--- src/rtl/icache_pkg.sv ---
// Shared constants for the instruction cache: data width, boolean literals
// and the 2-bit controller state encoding.
package icache_pkg;

  localparam int DATA_WIDTH = 32;

  localparam logic TRUE  = 1'b1;
  localparam logic FALSE = 1'b0;

  localparam logic [DATA_WIDTH-1:0] ZERO_DATA = '0;

  typedef enum logic [1:0] {
    ST_IDLE      = 2'd0,
    ST_MISS_REQ  = 2'd1,
    ST_MISS_WAIT = 2'd2,
    ST_DRAIN     = 2'd3
  } icache_state_e;

  // Instruction fetches are word granular; the two byte-offset bits are dropped.
  function automatic logic [DATA_WIDTH-1:0] word_align(input logic [DATA_WIDTH-1:0] addr);
    return {addr[DATA_WIDTH-1:2], 2'b00};
  endfunction

endpackage

--- src/rtl/icache_store.sv ---
// Line storage for the direct-mapped instruction cache: one valid bit, one
// tag and one 32-bit word per line. Reads are combinational, writes land on
// the clock edge, so a lookup in the same cycle as a fill sees old contents.
// Only the valid bits are reset; tag and data need no reset because a line
// is never consulted while its valid bit is clear.
module icache_store
  import icache_pkg::*;
#(
  parameter int INDEX_WIDTH = 6,
  parameter int TAG_WIDTH   = DATA_WIDTH - INDEX_WIDTH - 2
) (
  input  logic                   clk,
  input  logic                   rst,
  input  logic [INDEX_WIDTH-1:0] rd_index_i,
  output logic                   rd_valid_o,
  output logic [TAG_WIDTH-1:0]   rd_tag_o,
  output logic [DATA_WIDTH-1:0]  rd_data_o,
  input  logic                   wr_en_i,
  input  logic [INDEX_WIDTH-1:0] wr_index_i,
  input  logic [TAG_WIDTH-1:0]   wr_tag_i,
  input  logic [DATA_WIDTH-1:0]  wr_data_i
);

  localparam int LINES = 1 << INDEX_WIDTH;

  logic [LINES-1:0]      valid_q;
  logic [TAG_WIDTH-1:0]  tag_q  [LINES];
  logic [DATA_WIDTH-1:0] data_q [LINES];

  // Valid bits: cleared on reset, set by a fill.
  always_ff @(posedge clk) begin
    if (rst) begin
      valid_q <= '0;
    end else if (wr_en_i) begin
      valid_q[wr_index_i] <= TRUE;
    end
  end

  // Tag and data payload written on a fill.
  always_ff @(posedge clk) begin
    if (wr_en_i) begin
      tag_q[wr_index_i]  <= wr_tag_i;
      data_q[wr_index_i] <= wr_data_i;
    end
  end

  assign rd_valid_o = valid_q[rd_index_i];
  assign rd_tag_o   = tag_q[rd_index_i];
  assign rd_data_o  = data_q[rd_index_i];

endmodule

--- src/rtl/icache.sv ---
// Direct-mapped, one-word-per-line instruction cache between fetch and the
// byte-serial memory controller. Hits answer one cycle after the request;
// misses issue a single word read and forward the returned word to fetch.
// A squash (in_clear) never cancels a read already sent to memory: the
// returning word still fills the line, it is just not forwarded.
// Optional build macro ICACHE_PERF_EN adds hit/miss counters.
//
// state        | meaning
// ST_IDLE      | lookup of the presented fetch address; hits answered here
// ST_MISS_REQ  | miss latched, waiting for memory to go idle to send the read
// ST_MISS_WAIT | read outstanding; the returning word fills and is forwarded
// ST_DRAIN     | read outstanding after a squash; fill only, no forward
module icache
  import icache_pkg::*;
#(
  parameter int INDEX_WIDTH = 6
) (
  input  logic                  clk,
  input  logic                  rst,
  input  logic                  in_clear,
  input  logic                  in_fetch_ena,
  input  logic [DATA_WIDTH-1:0] in_fetch_addr,
  output logic                  out_fetch_ok,
  output logic [DATA_WIDTH-1:0] out_fetch_inst,
  input  logic                  in_mem_busy,
  output logic                  out_mem_ena,
  output logic [DATA_WIDTH-1:0] out_mem_addr,
  input  logic                  in_mem_ok,
  input  logic [DATA_WIDTH-1:0] in_mem_data
`ifdef ICACHE_PERF_EN
  ,
  output logic [DATA_WIDTH-1:0] out_hit_cnt,
  output logic [DATA_WIDTH-1:0] out_miss_cnt
`endif
);

  localparam int TAG_WIDTH = DATA_WIDTH - INDEX_WIDTH - 2;

  icache_state_e         state_q, state_d;
  logic [DATA_WIDTH-1:0] miss_addr_q, miss_addr_d;
  logic                  fetch_ok_q, fetch_ok_d;
  logic [DATA_WIDTH-1:0] fetch_inst_q, fetch_inst_d;
  logic                  mem_ena_q, mem_ena_d;
  logic [DATA_WIDTH-1:0] mem_addr_q, mem_addr_d;

  logic                  fill_en;
  logic                  hit_ok;
  logic                  miss_enter;

  logic                  rd_valid;
  logic [TAG_WIDTH-1:0]  rd_tag;
  logic [DATA_WIDTH-1:0] rd_data;
  logic                  lookup_hit;

  icache_store #(
    .INDEX_WIDTH (INDEX_WIDTH),
    .TAG_WIDTH   (TAG_WIDTH)
  ) u_store (
    .clk        (clk),
    .rst        (rst),
    .rd_index_i (in_fetch_addr[INDEX_WIDTH+1:2]),
    .rd_valid_o (rd_valid),
    .rd_tag_o   (rd_tag),
    .rd_data_o  (rd_data),
    .wr_en_i    (fill_en),
    .wr_index_i (miss_addr_q[INDEX_WIDTH+1:2]),
    .wr_tag_i   (miss_addr_q[DATA_WIDTH-1:INDEX_WIDTH+2]),
    .wr_data_i  (in_mem_data)
  );

  assign lookup_hit = rd_valid && (rd_tag == in_fetch_addr[DATA_WIDTH-1:INDEX_WIDTH+2]);

  // Controller state and registered outputs.
  always_ff @(posedge clk) begin
    if (rst) begin
      state_q      <= ST_IDLE;
      miss_addr_q  <= ZERO_DATA;
      fetch_ok_q   <= FALSE;
      fetch_inst_q <= ZERO_DATA;
      mem_ena_q    <= FALSE;
      mem_addr_q   <= ZERO_DATA;
    end else begin
      state_q      <= state_d;
      miss_addr_q  <= miss_addr_d;
      fetch_ok_q   <= fetch_ok_d;
      fetch_inst_q <= fetch_inst_d;
      mem_ena_q    <= mem_ena_d;
      mem_addr_q   <= mem_addr_d;
    end
  end

  // Next state, fill strobe and next output values; pulses default low.
  always_comb begin
    state_d      = state_q;
    miss_addr_d  = miss_addr_q;
    fetch_ok_d   = FALSE;
    fetch_inst_d = ZERO_DATA;
    mem_ena_d    = FALSE;
    mem_addr_d   = mem_addr_q;
    fill_en      = FALSE;
    hit_ok       = FALSE;
    miss_enter   = FALSE;
    case (state_q)
      ST_IDLE: begin
        if (in_fetch_ena && !in_clear) begin
          if (lookup_hit) begin
            fetch_ok_d   = TRUE;
            fetch_inst_d = rd_data;
            hit_ok       = TRUE;
          end else begin
            miss_addr_d = word_align(in_fetch_addr);
            miss_enter  = TRUE;
            state_d     = ST_MISS_REQ;
          end
        end
      end
      ST_MISS_REQ: begin
        if (in_clear) begin
          state_d = ST_IDLE;
        end else if (!in_mem_busy) begin
          mem_ena_d  = TRUE;
          mem_addr_d = miss_addr_q;
          state_d    = ST_MISS_WAIT;
        end
      end
      ST_MISS_WAIT: begin
        if (in_mem_ok) begin
          fill_en = TRUE;
          if (!in_clear) begin
            fetch_ok_d   = TRUE;
            fetch_inst_d = in_mem_data;
          end
          state_d = ST_IDLE;
        end else if (in_clear) begin
          state_d = ST_DRAIN;
        end
      end
      ST_DRAIN: begin
        if (in_mem_ok) begin
          fill_en = TRUE;
          state_d = ST_IDLE;
        end
      end
      default: state_d = ST_IDLE;
    endcase
  end

  assign out_fetch_ok   = fetch_ok_q;
  assign out_fetch_inst = fetch_inst_q;
  assign out_mem_ena    = mem_ena_q;
  assign out_mem_addr   = mem_addr_q;

`ifdef ICACHE_PERF_EN
  logic [DATA_WIDTH-1:0] hit_cnt_q, miss_cnt_q;

  // Hits counted when answered; misses counted on entry to the request
  // state, so squashed misses are included. Both wrap naturally.
  always_ff @(posedge clk) begin
    if (rst) begin
      hit_cnt_q  <= ZERO_DATA;
      miss_cnt_q <= ZERO_DATA;
    end else begin
      if (hit_ok)     hit_cnt_q  <= hit_cnt_q + 1'b1;
      if (miss_enter) miss_cnt_q <= miss_cnt_q + 1'b1;
    end
  end

  assign out_hit_cnt  = hit_cnt_q;
  assign out_miss_cnt = miss_cnt_q;
`endif

endmodule

--- config.mk ---
export PLATFORM = sky130hd
export DESIGN_NAME = icache
export DESIGN_NICKNAME = d
export VERILOG_FILES = /design/src/rtl/icache_pkg.sv /design/src/rtl/icache_store.sv /design/src/rtl/icache.sv
export SDC_FILE = /design/constraint.sdc
export NUM_CORES = 2
export LEC_CHECK = 0
export CELL_PAD_IN_SITES_DETAIL_PLACEMENT = 0
export CELL_PAD_IN_SITES_GLOBAL_PLACEMENT = 1
export CORE_MARGIN = 8
export CORE_UTILIZATION = 50
export DETAILED_ROUTE_END_ITERATION = 8
export GPL_ROUTABILITY_DRIVEN = 0
export PLACE_DENSITY = 0.72
export SLEW_MARGIN = 30
export SYNTH_ARGS = -nofsm -noshare
export SYNTH_HDL_FRONTEND = slang
export SYNTH_SLANG_ARGS = --single-unit
--- constraint.sdc ---
create_clock -name clk -period 10.45 [get_ports clk]
set_input_delay 1.5675 -clock clk [delete_from_list [all_inputs] [get_ports clk]]
set_output_delay 1.5675 -clock clk [all_outputs]
set_load 0.01 [all_outputs]
; ---- Word-level counts from Yosys, hierarchy flattened
; Memories as Yosys holds them, arrays and structs flattened.
; Index checks and enable logic that the tools add are counted.
[totals]
reg_bits = 160
latchBits = 0
ram_bits = 3584
mem_bits_ro = 0
out_inout_bits = 66
mem_count = 2
[op_classes]
addsub = 0
n_mul = 0
div = 0
n_lt_le_gt_ge = 3
eq_ne = 9
n_shift = 0
mux = 27
bitwise_logic = 5
n_reduce_logical = 10
[memory_table]
columns = name, words, word_bits, read_ports, rd_clocked_by_memory_dff, wr, line
row1 = u_store.data_q, 64, 32, 1, 0, 1, icache_store.sv:28  ; logic [DATA_WIDTH-1:0] data_q [LINES];
row2 = u_store.tag_q, 64, 24, 1, 0, 1, icache_store.sv:27  ; logic [TAG_WIDTH-1:0] tag_q [LINES];
[ops]
columns = cell, count
row1 = 32-bit 2-to-1 mux, 4
row2 = 64-bit bitwise OR, 1
row3 = 32-bit case mux with 2 select lines, 1
row4 = 24-bit equality test, 1
row5 = "6-bit by 7-bit < comparator with 1-bit output, second input constant", 2
row6 = 2-bit 2-to-1 mux, 7
row7 = 1-bit 2-to-1 mux, 11
row8 = 2-bit case mux with 4 select lines, 1
row9 = 1-bit binary-select mux with 6-bit select, 1
row10 = 1-bit demux with 6-bit select, 1
row11 = "6-bit by 1-bit greater-or-equal comparator with 1-bit output, second input constant", 1
row12 = "2-bit != test, second input constant", 3
row13 = "3-bit != test, second input constant", 2
row14 = 3-bit AND reduction, 2
row15 = 5-bit AND reduction, 1
row16 = "2-bit equality test, second input constant", 2
row17 = 1-bit inverter, 4
row18 = 1-bit logical AND, 3
row19 = 3-bit OR reduction, 1
row20 = "2-bit by 1-bit equality test with 1-bit output, second input constant", 1
row21 = 2-bit zero test, 1
row22 = 1-bit case mux with 2 select lines, 1
row23 = 2-bit OR reduction, 1
row24 = 1-bit zero test, 1

; ---- Logic depth before layout (Yosys ltp)
[logic_depth]
word_depth = 6
depth_mapped = 18
mapped_depth_nobuf = 10

; ---- Cells and area by module
; Synthesis repeated with hierarchy kept, for this count alone.
[hier_totals]
cells_unflattened = 6740
area_unflattened_um2 = 142461.6
[modules_own_cells]
columns = mod, n_inst, cells_each, area_per_inst_um2
row1 = icache_store, 1, 6293, 138497.8
row2 = icache, 1, 447, 3963.8

; ---- Worst setup path after synthesis
; OpenSTA, ideal clock, no wires.
[synth_timing]
kind = input-to-reg
start = input in_mem_ok
end = memory u_store.data_q[31][0] (enable)
setup_ps = 472
arrival_ps = 4484
setup_slack_ps = 5494
path_stages = 4
cell_sequence = nand3_1 or2_2 clkbuf_1 nor2_1
[synth_between]
elab_chain_len = 4
[synth_rtl]
columns = element, line
row1 = from (decl), icache.sv:28  ; input logic in_mem_ok,
row2 = 1-bit 2-to-1 mux, "icache.sv:127, icache.sv:139"
row3 = 1-bit 2-to-1 mux, --
row4 = 1-bit 2-to-1 mux, icache_store.sv:41  ; if (wr_en_i) begin
row5 = 1-bit 2-to-1 mux (implied by the code), icache_store.sv:43  ; data_q[wr_index_i] <= wr_data_i;
row6 = to (decl), icache_store.sv:28
; No other way between the ends.

; ---- Worst setup path after layout
[layout_timing]
start = input in_fetch_addr[5]
end = register fetch_inst_q[23] (netlist: out_fetch_inst[23])
[layout_between]
elab_chain_len = 6
[layout_rtl]
columns = element, line
row1 = from (decl), icache.sv:22  ; input logic [DATA_WIDTH-1:0] in_fetch_addr,
row2 = memory read 64 x 24 bit / 1-bit binary-select mux with 6-bit select (equally long branches), --
row3 = 24-bit equality test / 1-bit 2-to-1 mux (equally long branches), "icache.sv:71, icache_store.sv:47"
row4 = 1-bit logical AND, icache.sv:71  ; assign lookup_hit = rd_valid && (rd_tag == in_fetch_addr[DATA_WIDTH-1:INDEX_WIDTH+2]);
row5 = 32-bit 2-to-1 mux (*), icache.sv:106  ; if (lookup_hit) begin
row6 = 32-bit 2-to-1 mux (*), icache.sv:105  ; if (in_fetch_ena && !in_clear) begin
row7 = 32-bit case mux with 2 select lines (*), icache.sv:103  ; case (state_q)
row8 = to (signal assigned), icache.sv:86  ; fetch_inst_q <= fetch_inst_d;
row9 = to (decl), icache.sv:42  ; logic [DATA_WIDTH-1:0] fetch_inst_q, fetch_inst_d;
; Every way passes the cells marked *; elsewhere a longest branch is shown, timed or not. The select of a mux whose other input is x is not followed.
; A chain may end at the register's enable or synchronous reset.

==> qor.txt <==
Crit path required time: 11.28 ns
Initial antenna violation count: 17
First-pass GRT wire length: 573 mm
Pins Over Slew Limit: 0
Register-to-Register Path Depth: 10
Comb power frac: 4.1%
CTS root buf: clkbuf_16
GR Overflow Total: 0
Crit path max fanout: 41
Maxcap violations: 0
Post-layout utilization of the core: 57.1%
Final std cells w/o fill: 11.0k
Vias: 72.6k
VDD IR-drop max: 0.170 mV
WS Path Type: input port to flop
Clock Pin Slew Worst Setup and Hold Paths: 0.06 ns
Async SR Flop Fraction: 0%
Core Rows: 196
CTS tree: done
RR Endpoint: out_fetch_inst[2]$_SDFF_PP0_
Avg WL per Cell: 38.0 um
WHS Path Cells: 2
Die ar.: 304000 um^2
Final Hold Fails: 0
R2R Setup Slk: 5.34 ns
Setup TNS: 0 ns
CTS Buf Count: 377
Setup Viol. Count Final: 0
Clock share of power: 43.3%
Min-delay src: out_mem_addr[2]$_SDFFE_PP0P_
Setup repair bufs after CTS: 0
Worst endpoint data arrival time: 7.62 ns
Sink Count: 3744
# DRC: 0
Crit start category: input port
H-tree depth: 5
Drt first-iter violations: 10.5k
Inst Count DP: 10.3k
Share of layout cells above drive strength 1: 26.9%
Seq/Total Area, Yosys: 77.3%
Layout area overhead: 13.6%
Routed wire length: 417 mm
CTS-repair resized insts: 0
Synth area leaders: edfxtp_1, mux4_2, mux2i_1
Fmax: 0.147 GHz
Nets: 6956
Yosys warns: 0
Status: completed
Multi-input logic area: 31200 um^2
Yosys top cell by area: edfxtp_1
Post-Synthesis Cells: 6492
Starting Density: 50.3%
Initial DRT Pass Iterations: 5
Slew @ Worst Pin: 1.06 ns
CORE AREA: 285000 um^2
Post-Synth Simple-Gate Area: 2.30%
P_int: 0.0248 W
Die Y-Extent: 551 um
Fillers: 20.6k
Via/cell ratio: 6.62
Post-route cell area: 163000 um^2
P_leak: 50.4 nW
GRT Overall Usage: 27.0%
CTS Hold Bufs: 0
Net Sw Frac: 20.9%
Post-Syn Area per Cell: 22.1 um^2
Port Buf Inserts: 131
Xor/xnor cell area share of the yosys netlist: 0.141%
Switching pwr: 0.00656 W
Die span in x: 551 um
I/O pins: 136
Flop pwr share: 52.6%
Worst-skew pair later-pin latency: 0.96 ns
Post-route antenna net violation count: 0
Area share of fa/ha/maj cells after synthesis: 0%
Placed cell area: 150000 um^2
Vias in the first global route: 71.4k
Mux contribution to synthesized area: 17.2%
Post-synth EDFFs: 3584
Clock tree buffer depth: 4
RSZ-0062 raised after global routing: no
Post-DP HPWL: 223 mm
Worst setup EP type: flop
WHS Endpoint: out_mem_addr[2]$_SDFFE_PP0P_
Period Utilization, post-route: 65.0%
Largest net degree at the start of global routing: 104
Main synth FF type: edfxtp_1
Top-area cell type share of the netlist area: 75.1%
Pwr per Cell Area: 192 nW/um^2
HP Class: flop to flop
Synth Register Bits: 3744
Relative slew slack: 27.3%
Largest family of logic cells by synthesized area: multiplexers
R2r startpoint: u_store.tag_q[45][6]$_DFFE_PP_
Mapped Area: 143000 um^2
Most frequent cells in the layout: edfxtp_1, mux4_2, clkbuf_16
Compound-Gate Fraction of Synth Area: 1.74%
Reg area: 111000 um^2
Final min period: 6.79 ns
Post-synthesis cell type count: 74
Clock Skew: 0.0809 ns
Most common cell after layout, fill and taps aside: edfxtp_1
==> kinds of logic after synthesis <==
logic type | count (synthesis)
AO/OA/AOI/OAI | 357
XOR/XNOR | 23
buffers and inverters | 369
flip-flops | 3744
multiplexers | 1287
other | 1
AND/OR/NAND/NOR | 711
==> synthesized netlist by cell type, types with 8 or more instances <==
library cell	number
clkbuf_1	131
o21ai_0	33
buf_2	139
dfxtp_1	160
nor2b_1	30
nor3_1	12
buf_1	29
buf_6	22
and3_1	11
mux2_2	28
edfxtp_1	3584
a22o_1	8
a221oi_1	14
a31oi_1	21
xor2_1	15
nand4_1	34
buf_4	38
xnor2_1	8
nand2b_1	76
nor2_1	190
mux4_2	937
nand2_1	246
nand3_1	73
mux2i_1	321
o22ai_1	16
a22oi_1	113
a21oi_1	76
o21ba_2	14
==> worst max path at each step <==
stage | start | to | slack [ns] | cells past startpoint
after floorplan | in_mem_ok | u_store.data_q[31][0]$_DFFE_PP_ | 5.49 | 4
after global placement | in_fetch_addr[5] | out_fetch_inst[23]$_SDFF_PP0_ | 2.88 | 14
after detailed placement | in_fetch_addr[5] | out_fetch_inst[23]$_SDFF_PP0_ | 2.86 | 14
after CTS | in_fetch_addr[5] | out_fetch_inst[23]$_SDFF_PP0_ | 3.85 | 14
after global routing | in_fetch_addr[5] | out_fetch_inst[23]$_SDFF_PP0_ | 3.82 | 14
final | in_fetch_addr[5] | out_fetch_inst[23]$_SDFF_PP0_ | 3.66 | 14
==> layout make-up <==
| cell class | instances | share of cell area (%) |
|---|---|---|
| repair buffers | 376 | 2.20 |
| multi-input cells | 2380 | 19.2 |
| inverters | 7 | 0.0238 |
| clock buffers | 497 | 6.29 |
| diodes | 7 | 0.0108 |
| well taps | 3762 | 2.89 |
| flip-flops and latches | 3744 | 68.1 |
| clock inverters | 200 | 1.33 |
==> sequential cells by signal, indices dropped and copies added (netlist names) <==
name,count
out_fetch_ok,1
out_mem_ena,1
out_mem_addr,30
out_fetch_inst,32
u_store.data_q,2048
u_store.tag_q,1536
miss_addr_q,30
u_store.valid_q,64
state_q,2
==> power groups by stage <==
stage	Sequential, W	Clock (W)	Combinational [W]
2_1_floorplan	0.0168	0	0.000785
3_3_place_gp	0.0168	0	0.00127
3_5_place_dp	0.0168	0	0.00129
4_1_cts	0.0165	0.0137	0.00129
5_1_grt	0.0165	0.0142	0.00136
6_report	0.0165	0.0136	0.00130
==> worst max-delay path, stage by stage <==
cell and delay (ns):
buf_8 0.35, buf_4 0.66, and2_2 0.73, buf_4 0.43
a22oi_1 0.15, nand3_1 0.15, a41oi_1 0.31, a31oi_1 0.46
xor2_1 0.21, nand4_1 0.42, nor4_4 0.89, buf_4 0.59
nand4_1 0.18, nand2_1 0.23
==> per-stage QoR <==
step / hold WS (ns) / worst slack (ns) / total power, W
2_1_floorplan: 0.435 / 5.49 / 0.0176
3_3_place_gp: 0.446 / 2.88 / 0.0181
3_5_place_dp: 0.450 / 2.86 / 0.0181
4_1_cts: 0.458 / 3.85 / 0.0314
5_1_grt: 0.478 / 3.82 / 0.0320
6_report: 0.456 / 3.66 / 0.0313
==> routing by layer <==
metal	routed length [um]	vias up	track usage (%)
met5	25	-	0
met4	15900	4	9.07
met3	41900	799	5.17
met2	202000	4446	43.7
li1	-	28100	-
met1	158000	39300	37.4
Note: power is estimated with default switching activity, not from simulation.
